$ cat config.mk
export PLATFORM = sky130hd
export DESIGN_NAME = uart_mmio_fifo_flat
export DESIGN_NICKNAME = d
export VERILOG_FILES = /design/src/rtl/uart_mmio_pkg.sv /design/src/rtl/uart_mmio_if.sv /design/src/rtl/sync_fifo.sv /design/src/rtl/uart_mmio_fifo.sv /design/src/flat_wrapper.sv
export SDC_FILE = /design/constraint.sdc
export NUM_CORES = 1
export LEC_CHECK = 0
export ABC_AREA = 1
export BUFFER_PORTS_ARGS = -buffer_cell sky130_fd_sc_hd__buf_2
export CAP_MARGIN = 20
export CORE_ASPECT_RATIO = 0.75
export CORE_MARGIN = 4
export CORE_UTILIZATION = 50
export CTS_BUF_LIST = sky130_fd_sc_hd__clkbuf_8
export DETAILED_ROUTE_END_ITERATION = 6
export PLACE_DENSITY_LB_ADDON = 0.15
export SYNTH_ARGS = -nofsm -noshare
export SYNTH_HDL_FRONTEND = slang
export SYNTH_SLANG_ARGS = --single-unit
$ cat constraint.sdc
create_clock -name clk -period 3.3 [get_ports clk]
set_clock_uncertainty 0.1 [all_clocks]
set_input_delay 0.99 -clock clk [delete_from_list [all_inputs] [get_ports clk]]
set_output_delay 0.99 -clock clk [all_outputs]
set_load 0.1 [all_outputs]
$ cat src/rtl/uart_mmio_pkg.sv
// Shared register map, load/store encodings and control bits for the UART MMIO block.
package uart_mmio_pkg;

  localparam logic [31:0] OFF_TX_RDY  = 32'h00;
  localparam logic [31:0] OFF_RX_VLD  = 32'h04;
  localparam logic [31:0] OFF_TX_DATA = 32'h08;
  localparam logic [31:0] OFF_RX_DATA = 32'h0C;
  localparam logic [31:0] OFF_STATUS  = 32'h10;
  localparam logic [31:0] OFF_CTRL    = 32'h14;

  typedef enum logic [2:0] {
    LsLb  = 3'b000,
    LsLh  = 3'b001,
    LsLw  = 3'b010,
    LsLbu = 3'b011,
    LsLhu = 3'b100,
    LsSb  = 3'b101,
    LsSh  = 3'b110,
    LsSw  = 3'b111
  } ld_st_e;

  localparam int unsigned CTRL_CLR_FLAGS = 0;
  localparam int unsigned CTRL_FLUSH_TX  = 1;
  localparam int unsigned CTRL_FLUSH_RX  = 2;

  function automatic logic is_store(logic [2:0] ctrl);
    return ctrl inside {LsSb, LsSh, LsSw};
  endfunction

endpackage

$ cat src/rtl/uart_mmio_if.sv
// Memory-stage bus plus UART transmitter/receiver handshakes for the UART MMIO block.
interface uart_mmio_if;
  logic        acc_en;
  logic [31:0] addr;
  logic [31:0] wdata;
  logic [2:0]  ld_st_ctrl;
  logic [31:0] rdata;
  logic [7:0]  uart_din;
  logic        uart_din_valid;
  logic        uart_din_ready;
  logic [7:0]  uart_dout;
  logic        uart_dout_valid;
  logic        uart_dout_ready;

  modport master (
    output acc_en, addr, wdata, ld_st_ctrl, uart_din_ready, uart_dout, uart_dout_valid,
    input  rdata, uart_din, uart_din_valid, uart_dout_ready
  );

  modport slave (
    input  acc_en, addr, wdata, ld_st_ctrl, uart_din_ready, uart_dout, uart_dout_valid,
    output rdata, uart_din, uart_din_valid, uart_dout_ready
  );
endinterface

$ cat src/rtl/sync_fifo.sv
// Single-clock show-ahead FIFO; full/empty gate push/pop, flush overrides both.
module sync_fifo #(
  parameter int unsigned DEPTH = 8,
  parameter int unsigned WIDTH = 8,
  localparam int unsigned CntW = $clog2(DEPTH + 1)
) (
  input  logic             clk,
  input  logic             rst_n,
  input  logic             push,
  input  logic             pop,
  input  logic             flush,
  input  logic [WIDTH-1:0] din,
  output logic [WIDTH-1:0] dout,
  output logic             full,
  output logic             empty,
  output logic [CntW-1:0]  count
);
  localparam int unsigned PtrW = $clog2(DEPTH);

  logic [WIDTH-1:0] mem_q [DEPTH];
  logic [PtrW-1:0]  wr_ptr_q, rd_ptr_q;
  logic [CntW-1:0]  count_q;
  logic             do_push, do_pop;

  assign full    = (count_q == CntW'(DEPTH));
  assign empty   = (count_q == '0);
  assign count   = count_q;
  assign dout    = mem_q[rd_ptr_q];
  assign do_push = push & ~full;
  assign do_pop  = pop & ~empty;

  // DEPTH is a power of two, so pointers wrap by plain overflow.
  always_ff @(posedge clk or negedge rst_n) begin
    if (!rst_n) begin
      wr_ptr_q <= '0;
      rd_ptr_q <= '0;
      count_q  <= '0;
      for (int i = 0; i < int'(DEPTH); i++) mem_q[i] <= '0;
    end else if (flush) begin
      wr_ptr_q <= '0;
      rd_ptr_q <= '0;
      count_q  <= '0;
    end else begin
      if (do_push) begin
        mem_q[wr_ptr_q] <= din;
        wr_ptr_q        <= wr_ptr_q + 1'b1;
      end
      if (do_pop) rd_ptr_q <= rd_ptr_q + 1'b1;
      count_q <= count_q + CntW'(do_push) - CntW'(do_pop);
    end
  end
endmodule

$ cat src/rtl/uart_mmio_fifo.sv
// Memory-mapped UART front end: address decode, sticky error flags and load mux
// around buffered TX and RX FIFOs.
module uart_mmio_fifo
  import uart_mmio_pkg::*;
#(
  parameter logic [31:0] BASE_ADDR = 32'h8000_0000,
  parameter int unsigned TX_DEPTH  = 8,
  parameter int unsigned RX_DEPTH  = 8
) (
  input logic        clk,
  input logic        rst_n,
  uart_mmio_if.slave bus
);
  localparam int unsigned TxCntW = $clog2(TX_DEPTH + 1);
  localparam int unsigned RxCntW = $clog2(RX_DEPTH + 1);

  logic              store, load;
  logic              wr_tx, rd_rx, wr_ctrl;
  logic              clr_flags, flush_tx, flush_rx;
  logic              tx_full, tx_empty, rx_full, rx_empty;
  logic [TxCntW-1:0] tx_count;
  logic [RxCntW-1:0] rx_count;
  logic [7:0]        tx_head, rx_head;
  logic              tx_ovf_q, tx_ovf_d, rx_unf_q, rx_unf_d;
  logic [31:0]       rdata;
  logic              unused_wdata;

  assign store   = is_store(bus.ld_st_ctrl);
  assign load    = ~store;
  assign wr_tx   = bus.acc_en & store & (bus.addr == BASE_ADDR + OFF_TX_DATA);
  assign rd_rx   = bus.acc_en & load  & (bus.addr == BASE_ADDR + OFF_RX_DATA);
  assign wr_ctrl = bus.acc_en & store & (bus.addr == BASE_ADDR + OFF_CTRL);

  assign clr_flags = wr_ctrl & bus.wdata[CTRL_CLR_FLAGS];
  assign flush_tx  = wr_ctrl & bus.wdata[CTRL_FLUSH_TX];
  assign flush_rx  = wr_ctrl & bus.wdata[CTRL_FLUSH_RX];

  assign unused_wdata = ^bus.wdata[31:8];

  sync_fifo #(.DEPTH(TX_DEPTH), .WIDTH(8)) u_tx_fifo (
    .clk   (clk),
    .rst_n (rst_n),
    .push  (wr_tx),
    .pop   (bus.uart_din_ready),
    .flush (flush_tx),
    .din   (bus.wdata[7:0]),
    .dout  (tx_head),
    .full  (tx_full),
    .empty (tx_empty),
    .count (tx_count)
  );

  sync_fifo #(.DEPTH(RX_DEPTH), .WIDTH(8)) u_rx_fifo (
    .clk   (clk),
    .rst_n (rst_n),
    .push  (bus.uart_dout_valid),
    .pop   (rd_rx),
    .flush (flush_rx),
    .din   (bus.uart_dout),
    .dout  (rx_head),
    .full  (rx_full),
    .empty (rx_empty),
    .count (rx_count)
  );

  assign bus.uart_din        = tx_head;
  assign bus.uart_din_valid  = ~tx_empty;
  assign bus.uart_dout_ready = ~rx_full;

  // A new error in the same cycle as a clear keeps the flag set.
  always_comb begin
    tx_ovf_d = (wr_tx & tx_full) | (tx_ovf_q & ~clr_flags);
    rx_unf_d = (rd_rx & rx_empty) | (rx_unf_q & ~clr_flags);
  end

  always_ff @(posedge clk or negedge rst_n) begin
    if (!rst_n) begin
      tx_ovf_q <= 1'b0;
      rx_unf_q <= 1'b0;
    end else begin
      tx_ovf_q <= tx_ovf_d;
      rx_unf_q <= rx_unf_d;
    end
  end

  always_comb begin
    rdata = '0;
    case (bus.addr)
      BASE_ADDR + OFF_TX_RDY:  rdata = {31'd0, ~tx_full};
      BASE_ADDR + OFF_RX_VLD:  rdata = {31'd0, ~rx_empty};
      BASE_ADDR + OFF_RX_DATA: rdata = rx_empty ? 32'd0 : {24'd0, rx_head};
      BASE_ADDR + OFF_STATUS:  rdata = {rx_unf_q, tx_ovf_q, 6'd0, 8'(rx_count), 8'(tx_count), 8'd0};
      default:                 rdata = '0;
    endcase
  end

  assign bus.rdata = rdata;
endmodule

$ cat src/flat_wrapper.sv
// flat-port wrapper written by rule: the top's interface ports become plain ports
module uart_mmio_fifo_flat import uart_mmio_pkg::*;
#(
  parameter logic [31:0] BASE_ADDR = 32'h8000_0000,
  parameter int unsigned TX_DEPTH  = 8,
  parameter int unsigned RX_DEPTH  = 8
)
  (clk, rst_n, bus_acc_en, bus_addr, bus_wdata, bus_ld_st_ctrl, bus_uart_din_ready, bus_uart_dout, bus_uart_dout_valid, bus_rdata, bus_uart_din, bus_uart_din_valid, bus_uart_dout_ready);
  uart_mmio_if bus_i ();
  input logic clk;
  input logic rst_n;
  input wire logic [$bits(bus_i.acc_en)-1:0] bus_acc_en;
  input wire logic [$bits(bus_i.addr)-1:0] bus_addr;
  input wire logic [$bits(bus_i.wdata)-1:0] bus_wdata;
  input wire logic [$bits(bus_i.ld_st_ctrl)-1:0] bus_ld_st_ctrl;
  input wire logic [$bits(bus_i.uart_din_ready)-1:0] bus_uart_din_ready;
  input wire logic [$bits(bus_i.uart_dout)-1:0] bus_uart_dout;
  input wire logic [$bits(bus_i.uart_dout_valid)-1:0] bus_uart_dout_valid;
  output wire logic [$bits(bus_i.rdata)-1:0] bus_rdata;
  output wire logic [$bits(bus_i.uart_din)-1:0] bus_uart_din;
  output wire logic [$bits(bus_i.uart_din_valid)-1:0] bus_uart_din_valid;
  output wire logic [$bits(bus_i.uart_dout_ready)-1:0] bus_uart_dout_ready;
  assign bus_i.acc_en = bus_acc_en;
  assign bus_i.addr = bus_addr;
  assign bus_i.wdata = bus_wdata;
  assign bus_i.ld_st_ctrl = bus_ld_st_ctrl;
  assign bus_i.uart_din_ready = bus_uart_din_ready;
  assign bus_i.uart_dout = bus_uart_dout;
  assign bus_i.uart_dout_valid = bus_uart_dout_valid;
  assign bus_rdata = bus_i.rdata;
  assign bus_uart_din = bus_i.uart_din;
  assign bus_uart_din_valid = bus_i.uart_din_valid;
  assign bus_uart_dout_ready = bus_i.uart_dout_ready;
  uart_mmio_fifo #(.BASE_ADDR(BASE_ADDR), .TX_DEPTH(TX_DEPTH), .RX_DEPTH(RX_DEPTH)) u_core (.clk(clk), .rst_n(rst_n), .bus(bus_i));
endmodule
# Yosys cells after proc, flatten, opt, wreduce, memory -nomap -nowiden
# Cells that the tools add are included.
[totals]
ff_bits = 150
latch_bits = 0
ramBits = 0
romBits = 0
inputBits = 80
out_inout_bits = 42
elab_cells = 114
n_memories = 0
[op_classes]
n_addsub = 8
multipliers = 0
n_div = 0
magnitude_cmp = 6
eq_ne = 11
n_shift = 0
mux = 24
n_bitwise = 30
reduce_logical = 11
[ops]
columns = ["op", "count"]
rows = [
  ["$eq A32 B32 Y1 const B", 6],
  ["$bwmux W64", 2],
  ["$pmux W32 S4", 1],
  ["$mux W8", 7],
  ["$bmux W8 S3", 2],
  ["$demux W8 S3", 2],
  ["$mux W3", 8],
  ["$and A1 B1 Y1", 16],
  ["$ge A4 B4 Y1 const B", 4],
  ["$not A3 Y4", 4],
  ["$add A3 B1 Y3 const B", 4],
  ["$eq A3 B3 Y1 const B", 3],
  ["$add A4 B1 Y4", 2],
  ["$eq A4 B4 Y1 const B", 2],
  ["$logic_not A4 Y1", 2],
  ["$lt A4 B1 Y1 const B", 2],
  ["$mux W4", 2],
  ["$not A1 Y1", 8],
  ["$reduce_bool A2 Y1", 4],
  ["$sub A4 B1 Y4", 2],
  ["$reduce_and A2 Y1", 2],
  ["$reduce_bool A3 Y1", 1],
  ["$logic_and A1 B1 Y1", 2],
  ["$or A1 B1 Y1", 2],
]

# Logic depth before layout (Yosys ltp)
# Gate-level depths: netlist of run 1.
[logic_depth]
ltp_word = 8
mapped_depth = 16
depth_no_buf = 15

# Cells and area by module
# A second synthesis of run 1 with hierarchy kept.
[unflattened]
hier_cells = 1174
area_unflattened_um2 = 8854.7
[by_module_without_submodules]
columns = ["mod", "n_inst", "cells_per_inst", "area_per_inst_um2"]
rows = [
  ["sync_fifo (u_core.u_rx_fifo)", 1, 521, 4093.9],
  ["sync_fifo (u_core.u_tx_fifo)", 1, 521, 4086.4],
  ["uart_mmio_fifo", 1, 132, 674.4],
]

# Least setup slack after synthesis of run 1
# OpenSTA, ideal clock, no wires.
[synth_timing]
path_type = "input port to output port"
startpoint = "input port bus_addr[7]"
endpoint = "output port bus_rdata[1]"
arrival_ns = 3.213
required_ns = 2.210
setup_slack_ns = -1.003
stages = 7
path_buffers = 0
path_cell_list = "nor2_1 > nand2_1 > inv_1 > nand3_1 > nor2_1 > nand2_1 > a21oi_1"
[synth_via]
elab_chain_len = 2
elab_cells_between_ends = 5
classes_between = "eq/ne: 4; mux: 1"
[synth_lines]
columns = ["element", "line_no", "text"]
rows = [
  ["from (decl)", "flat_wrapper.sv:13", "input wire logic [$bits(bus_i.addr)-1:0] bus_addr;"],
  ["$eq A32 B32 Y1", "uart_mmio_fifo.sv:88", "case (bus.addr)"],
  ["$pmux W32 S4 *", "uart_mmio_fifo.sv:88", ""],
  ["to (decl)", "flat_wrapper.sv:19", "output wire logic [$bits(bus_i.rdata)-1:0] bus_rdata;"],
]
# Every way passes the cells marked *; elsewhere a longest branch is shown, timed or not.

# Worst setup path in the final report of run 1
[layout_timing]
startpoint = "input port bus_addr[10]"
endpoint = "output port bus_rdata[2]"
# Same word-level chain as after synthesis.

==> impl_summary.txt, run 1 <==
----------------------------------------------------
[Synthesis]
  Post-synth cell types ... 37
  Number of warnings printed during yosys synthesis ... 0
  Combinational family with the most area after synthesis ... simple AND/OR/NAND/NOR gates
  Adder-cell share of the synthesized area ... 2.98%
  Cell count after synthesis ... 1,003
  Sequential element share of the synthesized area ... 46.5%
  Post-synthesis area per instance ... 8.04 um2
  Synthesized-area fraction occupied by and/or/nand/nor cells ... 31.2%
  Count of flip-flops with a built-in enable after synthesis ... 0
  Synthesized-area fraction occupied by ao, oa, aoi and oai cells ... 10.5%
  Proportion of synthesized flip-flops having asynchronous set or reset ... 100%
  Ys flop type ... dfrtp_1
  Synthesized cell area ... 8070 um2
  Number of synthesized register bits ... 150
  Multiplexer share of the synthesized area ... 0.869%
  Xor-xnor portion of the synthesized cell area ... 0.434%

[Routing]
  Drt first pass iters ... 5
  Total Routed Length ... 21,700 um
  Detailed Route Iter0 Violations ... 909
  DRT antenna net count ... 0
  Via count ... 7,318
  Post-route DRC violation count ... 0
  Via density ... 5.59
  DR WL/cell ... 16.6 um

[GRT]
  Global routing met3 resource utilization ... 4.81%
  Vias in the first global route ... 6,998
  Antenna violations before repair ... 0
  Global route total overflow ... 0
  All-Layer GR Usage ... 24.5%
  Met1 track demand over resource ... 37.6%
  Fraction of met2 tracks used by global routing ... 35.3%
  Largest net degree at the start of global routing ... 77
  Wire length of the first global-routing pass ... 36,400 um
  Busiest layer in global routing ... met1

[Timing]
  Max Clock Freq ... 301 MHz
  Fraction of the cycle the final worst path needs ... 101%
  Min Tclk post-route ... 3330 ps
  Setup total negative slack ... -92.0 ps
  Crit path setup slack, layout ... -27.2 ps
  RSZ-0062 raised after global routing ... yes
  Slew at the pin closest to its max-slew limit ... 737 ps
  Remaining max-slew budget at the tightest pin ... 50.6%
  Number of max-slew violations in the final report ... 0
  Setup Viol. Count Final ... 8
  Fin. Hold Viols ... 0

[Clock tree]
  TritonCTS clock tree ... yes
  CTS root buf ... clkbuf_8
  Clock Pin Slew Worst Setup and Hold Paths ... 90 ps
  CTS Buf Count ... 17
  Number of H-tree levels ... 4
  Buffers from clock root to sink, at most ... 2
  Clock Sinks ... 150
  Worst-skew pair later-pin latency ... 450 ps

[Floorplan]
  Die Wd ... 155 um
  Core Footprint ... 15,500 um2
  Ports ... 122
  Starting Density ... 52.0%
  Die H ... 118 um
  Die outline area ... 18,300 um2
  Number of rows created at floorplan ... 39

[Cells and area]
  Filler Cells Inserted ... 1,325
  Area added between synthesis and finish ... 24.6%
  Final #Nets ... 1,188
  Layout cells sized above 1 ... 21.5%
  Inserted Diodes ... 0
  Final Cell Area ... 10,100 um2

[Min path]
  Start point of the worst hold path ... u_core.u_rx_fifo.mem_q[11]
  HP Class ... reg -> reg
  Depth of the worst hold-timing path ... 2

[Power and ir drop]
  Leakage power total ... 4.74 nW
  Pwr per Cell Area ... 728 nW/um2
  IR drop worst, VDD ... 0.623 mV

[Flow run]
  Max-cap viol count ... 0

[Worst setup path]
  Type of element capturing the critical path ... output pin
  Reg2Reg Launch Point ... u_core.u_tx_fifo.count[2]
  Worst setup path startpoint ... bus_addr[10]
  Startpoint kind of the worst setup timing path ... input port
  Data arrival time of the critical path ... 2240 ps
  Crit-path max FO ... 7
  Crit Path Class ... in -> out
  Required time of the critical path ... 2210 ps
  Logic depth of the worst register-to-register path ... 14

[Run status]
  Result of the run ... finished with violations
  Failing checks ... setup timing

[Place]
  Final Wtd Congestion ... 0.810
  DP Wirelength ... 13,900 um
  Buffers added on ports ... 83
  Area of placed instances ... 9360 um2

----------------------------------------------------
-- final cells by class --
type,instances,area (um2),area share [%]
Multi-Input combinational cell,732,4110,40.9
Sequential cell,150,3750,37.4
Timing Repair Buffer,128,1300,12.9
Tap cell,205,256,2.55
Clock buffer,17,234,2.33
Inverter,61,234,2.33
Clock inverter,15,165,1.64
-- report_power, final --
part | switching [mW] | leakage, nW | internal (mW)
registers | 0.284 | 1.98 | 2.28
clock network | 0.769 | 0.196 | 0.688
logic | 2.18 | 2.56 | 1.11
-- repair_timing --
action                     in CTS  in global routing
gates cloned                    1                  0
hold buffers                    0                  0
resized for setup              14                 22
hold endpoints to repair        0                  0
setup endpoints to repair      17                 21
setup buffers                  11                  3
pin swaps                      14                 15
-- metrics by stage --
stage,cells,hold slack [ps],setup slack (ps),util (%),total power [mW]
after CTS,1305,374,-5.55,63.9,7.29
after detailed placement,1261,353,-61.0,60.3,5.81
after global placement,1261,349,-52.6,60.3,5.73
after floorplan,1016,337,-76.3,-,4.83
final,1308,371,-27.2,64.8,7.32
after global routing,1308,385,-89.0,64.8,7.83
-- Yosys cell counts (all sizes together), types with 2 or more instances --
cell type	number	area, um2
o21ai	105	526
mux2i	7	70.1
ha	16	200
dfrtp	150	3750
nand4	73	568
o211ai	2	15.0
nor3	18	136
clkbuf	21	78.8
nand2	273	1030
a21oi	12	60.1
o22ai	7	43.8
fa	2	40.0
nand3	47	260
nand3b	2	15.0
o32ai	23	201
clkinv	4	15.0
buf	53	293
inv	57	214
xor2	3	26.3
nor2	124	497
-- layout by cell type, fill, tap and decap left out, types with 4 or more instances in the layout --
master / Yosys / routed
a21oi_1: 12 / 4
a21oi_4: 0 / 8
buf_12: 0 / 33
buf_2: 27 / 49
buf_4: 14 / 34
buf_6: 1 / 12
clkbuf_8: 0 / 17
clkinv_1: 4 / 4
conb_1: 1 / 14
dfrtp_1: 150 / 149
ha_1: 16 / 14
inv_1: 55 / 49
inv_2: 2 / 7
inv_6: 0 / 6
mux2i_1: 7 / 7
nand2_1: 272 / 266
nand2_2: 1 / 5
nand3_1: 42 / 38
nand3_2: 5 / 7
nand4_1: 65 / 65
nand4_4: 7 / 7
nor2_1: 121 / 102
nor2_2: 0 / 4
nor2_4: 2 / 17
nor3_1: 10 / 9
nor3_2: 7 / 7
o21ai_0: 40 / 39
o21ai_1: 65 / 66
o22ai_1: 7 / 7
o32ai_1: 23 / 23
-- cells by family (layout without fill, tap and decap cells) --
family,after synthesis,after routing
other cells,1,14
xor+xnor,4,4
buf+inv,135,221
mux,7,7
flops,150,150
compound gates,149,149
simple gates,539,540
fa+ha+maj,18,18
-- per-layer routing --
| metal | wire, um | part of all wire [%] |
|---|---|---|
| met2 | 9540 | 44 |
| met4 | 231 | 1.1 |
| met3 | 1490 | 6.9 |
| met5 | 0 | 0 |
| met1 | 10500 | 48 |
-- state kept, by name, indices dropped and copies added (netlist names) --
signal,flops
u_core.rx_unf_q,1
u_core.tx_ovf_q,1
u_core.u_rx_fifo.count,4
u_core.u_rx_fifo.mem_q,64
u_core.u_rx_fifo.rd_ptr_q,3
u_core.u_rx_fifo.wr_ptr_q,3
u_core.u_tx_fifo.count,4
u_core.u_tx_fifo.mem_q,64
u_core.u_tx_fifo.rd_ptr_q,3
u_core.u_tx_fifo.wr_ptr_q,3
-- critical path, stage by stage --
cell	delay, ps
buf_6	100
nor2_4	100
nand2_2	70
nor2_4	150
nand3_2	120
nor2_4	190
nand2_8	130
a21oi_4	190
buf_12	190
-- worst paths after layout --
kind,end,slack [ps]
min in group asynchronous,u_core.u_rx_fifo.count[1],430
setup / recovery,bus_rdata[2],-30
hold / removal,u_core.u_rx_fifo.mem_q[11],370
setup reg to reg,u_core.u_tx_fifo.count[1],570
max in group asynchronous,u_core.u_tx_fifo.mem_q[14],1970
hold reg to reg,u_core.u_rx_fifo.mem_q[11],370
Power figures use the tool's default switching activity.
==> run 2: changes to the inputs <==
--- a/config.mk
+++ b/config.mk
@@ -11,7 +11,6 @@
 export CORE_ASPECT_RATIO = 0.75
 export CORE_MARGIN = 4
 export CORE_UTILIZATION = 50
-export CTS_BUF_LIST = sky130_fd_sc_hd__clkbuf_8
 export DETAILED_ROUTE_END_ITERATION = 6
 export PLACE_DENSITY_LB_ADDON = 0.15
 export SYNTH_ARGS = -nofsm -noshare
==> impl_summary.txt, run 2 (synthesis results as in run 1) <==
----------------------------------------------------
[Run status]
  Result of the run ... finished with violations
  Failing checks ... setup timing

[Place]
  Cell total after placement ... 1,261
  Place WS ... -61.0 ps
  Final Wtd Congestion ... 0.810
  Buffers added on ports ... 83
  DP Wirelength ... 13,900 um

[GRT]
  All-Layer GR Usage ... 24.6%
  Antenna violations before repair ... 0
  Fraction of met2 tracks used by global routing ... 35.6%
  Vias in the first global route ... 7,052
  Wire length of the first global-routing pass ... 36,700 um
  Global route total overflow ... 0
  Largest net degree at the start of global routing ... 77
  Global routing met3 resource utilization ... 4.52%
  Met1 track demand over resource ... 37.7%
  Busiest layer in global routing ... met1

[Power and ir drop]
  Switching fraction of total power ... 42.2%
  Tot Pwr ... 7.81 mW
  Pwr per Cell Area ... 766 nW/um2
  Leakage power total ... 4.81 nW
  Share of power burned in registers ... 32.9%
  IR drop worst, VDD ... 0.617 mV
  Fraction of power consumed by the clock network ... 25.2%
  Net Sw Power ... 3.29 mW
  Combinational power share ... 41.9%
  Pint ... 4.52 mW

[Worst setup path]
  Required time of the critical path ... 2210 ps
  Critical-path cell list ... buf_6 -> nor2_2 -> nand2_2 -> nor2_4 -> nand3_2 -> nor2_4 -> nand2_8 -> a21oi_4 -> buf_12
  Logic depth of the worst register-to-register path ... 14
  Startpoint kind of the worst setup timing path ... input port
  Data arrival time of the critical path ... 2220 ps
  Delay of the slowest cell on the worst path ... 190 ps
  Dominant cell type by count on the critical path ... nor2_4
  Worst setup path startpoint ... bus_addr[14]
  Type of element capturing the critical path ... output pin
  Critical R2R Capture ... u_core.u_tx_fifo.count[1]
  Reg2Reg Setup Slack ... 550 ps
  Worst-path cell with the longest stage delay ... nor2_4
  Reg2Reg Launch Point ... u_core.u_tx_fifo.count[2]
  Crit-path max FO ... 7
  Last element of the critical path ... bus_rdata[1]
  Crit Path Class ... in -> out

[Routing]
  Drt first pass iters ... 5
  DR WL/cell ... 16.6 um
  DRT antenna net count ... 0
  Via count ... 7,344
  Detailed Route Iter0 Violations ... 991
  Via density ... 5.62
  Post-route DRC violation count ... 0
  Total Routed Length ... 21,700 um

[Clock tree]
  Clock Pin Slew Worst Setup and Hold Paths ... 70 ps
  TritonCTS clock tree ... yes
  Buffers from clock root to sink, at most ... 2
  Number of buffers added to fix hold violations after cts ... 0
  Clock Sinks ... 150
  CTS root buf ... clkbuf_16
  Number of H-tree levels ... 4
  CTS Buf Count ... 17
  Worst-skew pair later-pin latency ... 430 ps

[Timing]
  Number of max-slew violations in the final report ... 0
  RSZ-0062 raised after global routing ... yes
  Fin. Hold Viols ... 0
  Max Clock Freq ... 302 MHz
  Slew at the pin closest to its max-slew limit ... 751 ps
  Crit path setup slack, layout ... -10.5 ps
  Setup Viol. Count Final ... 8
  Remaining max-slew budget at the tightest pin ... 49.7%
  Fraction of the cycle the final worst path needs ... 100%
  Min Tclk post-route ... 3310 ps
  Setup total negative slack ... -41.6 ps
  Worst Hold Slack ... 370 ps

[Floorplan]
  Core Footprint ... 15,500 um2
  Starting Density ... 52.0%
  Die Wd ... 155 um
  Number of rows created at floorplan ... 39
  Ports ... 122
  Die H ... 118 um
  Die outline area ... 18,300 um2

[Cells and area]
  Layout cells sized above 1 ... 21.1%
  Inserted Diodes ... 0
  Top flop regs ... u_core.u_rx_fifo.mem_q x64, u_core.u_tx_fifo.mem_q x64
  Final #Nets ... 1,186
  Commonest non-fill, non-tap cell in the layout ... nand2_1
  Area added between synthesis and finish ... 26.4%
  Area of all sequential standard cells ... 3750 um2
  Filler Cells Inserted ... 1,306
  Non-filler cells, final ... 1,306
  Multi-input gate area ... 4090 um2
  Commonest cells after routing, fill and taps aside ... nand2_1 (266), dfrtp_1 (149), nor2_1 (102), o21ai_1 (66), nand4_1 (65)

[Min path]
  HP Class ... reg -> reg

[Flow run]
  Max-cap viol count ... 0

----------------------------------------------------
run 2: cell count changes in the layout (fill, tap and decap cells not counted):
| cell | before | now |
|---|---|---|
| clkbuf_16 | 0 | 17 |
| clkbuf_8 | 17 | 0 |
| buf_6 | 12 | 9 |
| inv_1 | 49 | 51 |
| inv_2 | 7 | 5 |
| buf_2 | 49 | 50 |
| ha_1 | 14 | 15 |
| ha_4 | 2 | 1 |
| nor2_2 | 4 | 5 |
| nor2_4 | 17 | 16 |
run 2: how the worst min path moves through the flow:
stage,from,cells past startpoint,to
global placement,u_core.u_rx_fifo.mem_q[13],2,u_core.u_rx_fifo.mem_q[13]
finish,u_core.u_rx_fifo.mem_q[47],2,u_core.u_rx_fifo.mem_q[47]
CTS,u_core.u_rx_fifo.mem_q[47],2,u_core.u_rx_fifo.mem_q[47]
detailed placement,u_core.u_rx_fifo.mem_q[47],2,u_core.u_rx_fifo.mem_q[47]
global route,u_core.u_rx_fifo.mem_q[46],2,u_core.u_rx_fifo.mem_q[46]
floorplan,u_core.u_rx_fifo.mem_q[10],2,u_core.u_rx_fifo.mem_q[10]
run 2: power by group through the flow:
stage	logic (mW)	clock network, mW	registers (mW)
after global routing	3.62	2.07	2.62
after CTS	3.25	2.00	2.56
after floorplan	2.34	0	2.49
after detailed placement	3.22	0	2.58
after global placement	3.16	0	2.57
final	3.27	1.97	2.57
run 2: per-layer routing:
metal | up-vias | routed length (um)
met5 | - | 0
met4 | 0 | 225
met3 | 20 | 1580
met2 | 268 | 9510
met1 | 3532 | 10400
li1 | 3524 | -
run 2: area by class of cell:
cell class              instances  area share (%)
clock buffers                  17            4.17
clock inverters                15            1.62
inverters                      61            2.29
multi-input cells             732            40.1
flip-flops and latches        150            36.8
well taps                     205            2.52
repair buffers                126            12.4
run 2: critical path: cells and delay by family:
family,cells,cell delay (ps)
buf+inv,2,280
compound gates,1,180
simple gates,6,760
run 2: what timing repair did:
action,CTS,global route
setup buffers,10,2
gates resized for setup,12,16
setup endpoints to repair,17,20
pin swaps,14,14
gates cloned,1,0
run 2: through the flow:
step	instance area, um2	utilization (%)
finish	10200	65.7
CTS	10100	65.1
global placement	9360	60.3
floorplan	8360	-
global route	10200	65.7
detailed placement	9360	60.3
==> run 3: changes to the inputs <==
--- a/config.mk
+++ b/config.mk
@@ -5,7 +5,6 @@
 export SDC_FILE = /design/constraint.sdc
 export NUM_CORES = 1
 export LEC_CHECK = 0
-export ABC_AREA = 1
 export BUFFER_PORTS_ARGS = -buffer_cell sky130_fd_sc_hd__buf_2
 export CAP_MARGIN = 20
 export CORE_ASPECT_RATIO = 0.75
==> impl_summary.txt, run 3 <==
----------------------------------------------------
[Timing]
  Slew at the pin closest to its max-slew limit ... 582 ps
  Remaining max-slew budget at the tightest pin ... 61.2%
  Fraction of the cycle the final worst path needs ... 110%
  Worst Hold Slack ... 378 ps
  Setup Viol. Count Final ... 21
  Crit path setup slack, layout ... -320 ps
  RSZ-0062 raised after global routing ... yes
  Max Clock Freq ... 276 MHz
  Fin. Hold Viols ... 0
  Min Tclk post-route ... 3620 ps
  Number of max-slew violations in the final report ... 0

[Place]
  Buffers added on ports ... 83
  Final Wtd Congestion ... 0.815
  DP Wirelength ... 11,800 um
  Cell total after placement ... 862

[Synthesis]
  Number of warnings printed during yosys synthesis ... 0
  Cell count after synthesis ... 537
  Post-synthesis area per instance ... 14.0 um2
  Ys flop type ... dfrtp_1
  Count of flip-flops with a built-in enable after synthesis ... 0
  Sequential element share of the synthesized area ... 49.9%
  Synthesized cell area ... 7520 um2
  Number of synthesized register bits ... 150
  Most frequent cells after synthesis ... dfrtp_1 (150), mux2_2 (137), mux4_2 (32)
  Most area-consuming cells after synthesis ... dfrtp_1 (50%), mux2_2 (21%), mux4_2 (9.6%), ha_1 (2.7%), buf_4 (1.4%)
  Cell type contributing the most total cell area after synthesis ... dfrtp_1
  Proportion of synthesized flip-flops having asynchronous set or reset ... 100%
  Post-synth cell types ... 44
  Most instantiated library cell after synthesis ... dfrtp_1
  Synth top area share ... 49.9%

[Clock tree]
  CTS root buf ... clkbuf_16
  Worst-skew pair later-pin latency ... 420 ps
  TritonCTS clock tree ... yes
  Clock Pin Slew Worst Setup and Hold Paths ... 60 ps
  Clock Sinks ... 150
  Number of buffers added to fix hold violations after cts ... 0
  Buffers from clock root to sink, at most ... 2
  Number of H-tree levels ... 4
  CTS Buf Count ... 17

[Routing]
  Post-route DRC violation count ... 0
  Detailed Route Iter0 Violations ... 162
  DR WL/cell ... 18.9 um
  Total Routed Length ... 17,000 um
  Drt first pass iters ... 4
  Via density ... 5.49
  DRT antenna net count ... 0
  Via count ... 4,936

[Cells and area]
  Multi-input gate area ... 3940 um2
  Filler Cells Inserted ... 1,018
  Top flop regs ... u_core.u_rx_fifo.mem_q x64, u_core.u_tx_fifo.mem_q x64
  Fraction of the core area covered by cells at the end of the flow ... 68.0%
  Commonest non-fill, non-tap cell in the layout ... dfrtp_1
  Inserted Diodes ... 0
  Final #Nets ... 784
  Area added between synthesis and finish ... 31.8%
  Commonest cells after routing, fill and taps aside ... dfrtp_1 (150), mux2_2 (110), buf_4 (60), buf_2 (55), mux4_2 (32)
  Non-filler cells, final ... 899
  Layout cells sized above 1 ... 58.5%
  Area of all sequential standard cells ... 3750 um2

[GRT]
  Wire length of the first global-routing pass ... 28,200 um
  Largest net degree at the start of global routing ... 65
  Antenna violations before repair ... 0
  All-Layer GR Usage ... 21.5%
  Global route total overflow ... 0
  Vias in the first global route ... 5,346

[Floorplan]
  Number of rows created at floorplan ... 38
  Die outline area ... 17,100 um2
  Core Footprint ... 14,600 um2
  Ports ... 122
  Die Wd ... 150 um
  Die H ... 114 um
  Starting Density ... 51.6%

[Worst setup path]
  Data arrival time of the critical path ... 2530 ps
  Type of element capturing the critical path ... output pin
  Crit Path Class ... in -> out
  Logic depth of the worst register-to-register path ... 11
  Required time of the critical path ... 2210 ps
  Crit-path max FO ... 7
  Startpoint kind of the worst setup timing path ... input port

[Min path]
  Depth of the worst hold-timing path ... 1
  HP Class ... reg -> reg

[Power and ir drop]
  Leakage power total ... 4.49 nW
  Pwr per Cell Area ... 644 nW/um2
  IR drop worst, VDD ... 0.360 mV

[Run status]
  Failing checks ... setup timing
  Result of the run ... finished with violations

[Flow run]
  Max-cap viol count ... 0

----------------------------------------------------
-- run 3: cell types whose count changed after synthesis, sizes merged, moves of 12 or more --
cell and change:
mux4 +32, nor4 +16, o21ai -101, nand3 -43
mux2 +137, buf -31, nor2 -100, inv -40
nand4 -67, and2 +12, nand2 -258, o32ai -23
-- run 3: what timing repair did --
| action | in CTS | in global routing |
|---|---|---|
| setup endpoints to repair | 21 | 35 |
| pin swaps | 9 | 11 |
| buffers inserted | 4 | 3 |
| hold endpoints to repair | 0 | 0 |
| cloned | 0 | 1 |
| resized for setup | 13 | 22 |
-- run 3: area by class of cell --
| class | instances | share of cell area, % |
|---|---|---|
| inverter | 17 | 0.643 |
| timing repair buffer | 150 | 13.4 |
| multi-input combinational | 350 | 39.7 |
| sequential | 150 | 37.8 |
| clock inverter | 11 | 1.17 |
| tap | 200 | 2.52 |
| clock buffer | 21 | 4.74 |
-- run 3: kinds of logic (layout without fill, tap and decap cells) --
group           count (synthesis)  after routing  synth area share, %
mux                           177            177                 31.1
flops                         150            150                 49.9
simple gates                  115            115                 9.99
buf+inv                        50            199                 3.29
fa+ha+maj                      18             18                 3.19
compound gates                 16             16                 1.28
xor+xnor                       10             10                 1.16
other cells                     1             14               0.0498
-- run 3: path summary, 6_finish.rpt --
kind                                                start                      endpoint  slack (ps)
worst max-delay path                         bus_addr[19]                  bus_rdata[4]        -320
worst min-delay path                      u_core.tx_ovf_q               u_core.tx_ovf_q         380
worst max register to register  u_core.u_tx_fifo.count[2]     u_core.u_tx_fifo.count[1]         180
worst min register to register            u_core.tx_ovf_q               u_core.tx_ovf_q         380
max in group asynchronous                           rst_n    u_core.u_tx_fifo.mem_q[56]        1890
min in group asynchronous                           rst_n  u_core.u_rx_fifo.wr_ptr_q[0]         450
-- run 3: report_power, final --
group	internal [mW]	total, mW	switching (mW)
combinational	0.979	1.84	0.859
sequential	2.34	2.65	0.319
clock	1.11	1.90	0.787
-- run 3: routing by layer --
layer / wire length [um] / vias to the layer above / GRT usage, %
met4: 265 / 0 / 6.76
met1: 7990 / 2533 / 30.3
met5: 0 / - / 0
met2: 7830 / 128 / 33.6
met3: 891 / 18 / 4.67
li1: - / 2257 / -
-- run 3: critical path, cell delays in order --
cell      delay (ps)
buf_6             90
nor4_4           260
buf_4            160
nand4_1          130
or2_4            260
nand2b_4         260
nor2_4           180
buf_12           190
-- run 3: metrics by stage --
stage / setup TNS [ps] / power (mW) / setup slack [ps] / cell area, um2
5_1_grt: -6990 / 6.79 / -389 / 9920
2_1_floorplan: -18320 / 3.99 / -422 / 7850
3_5_place_dp: -22460 / 4.50 / -528 / 9150
4_1_cts: -5400 / 6.43 / -339 / 9840
3_3_place_gp: -20720 / 4.39 / -496 / 9150
6_report: -5400 / 6.39 / -320 / 9920
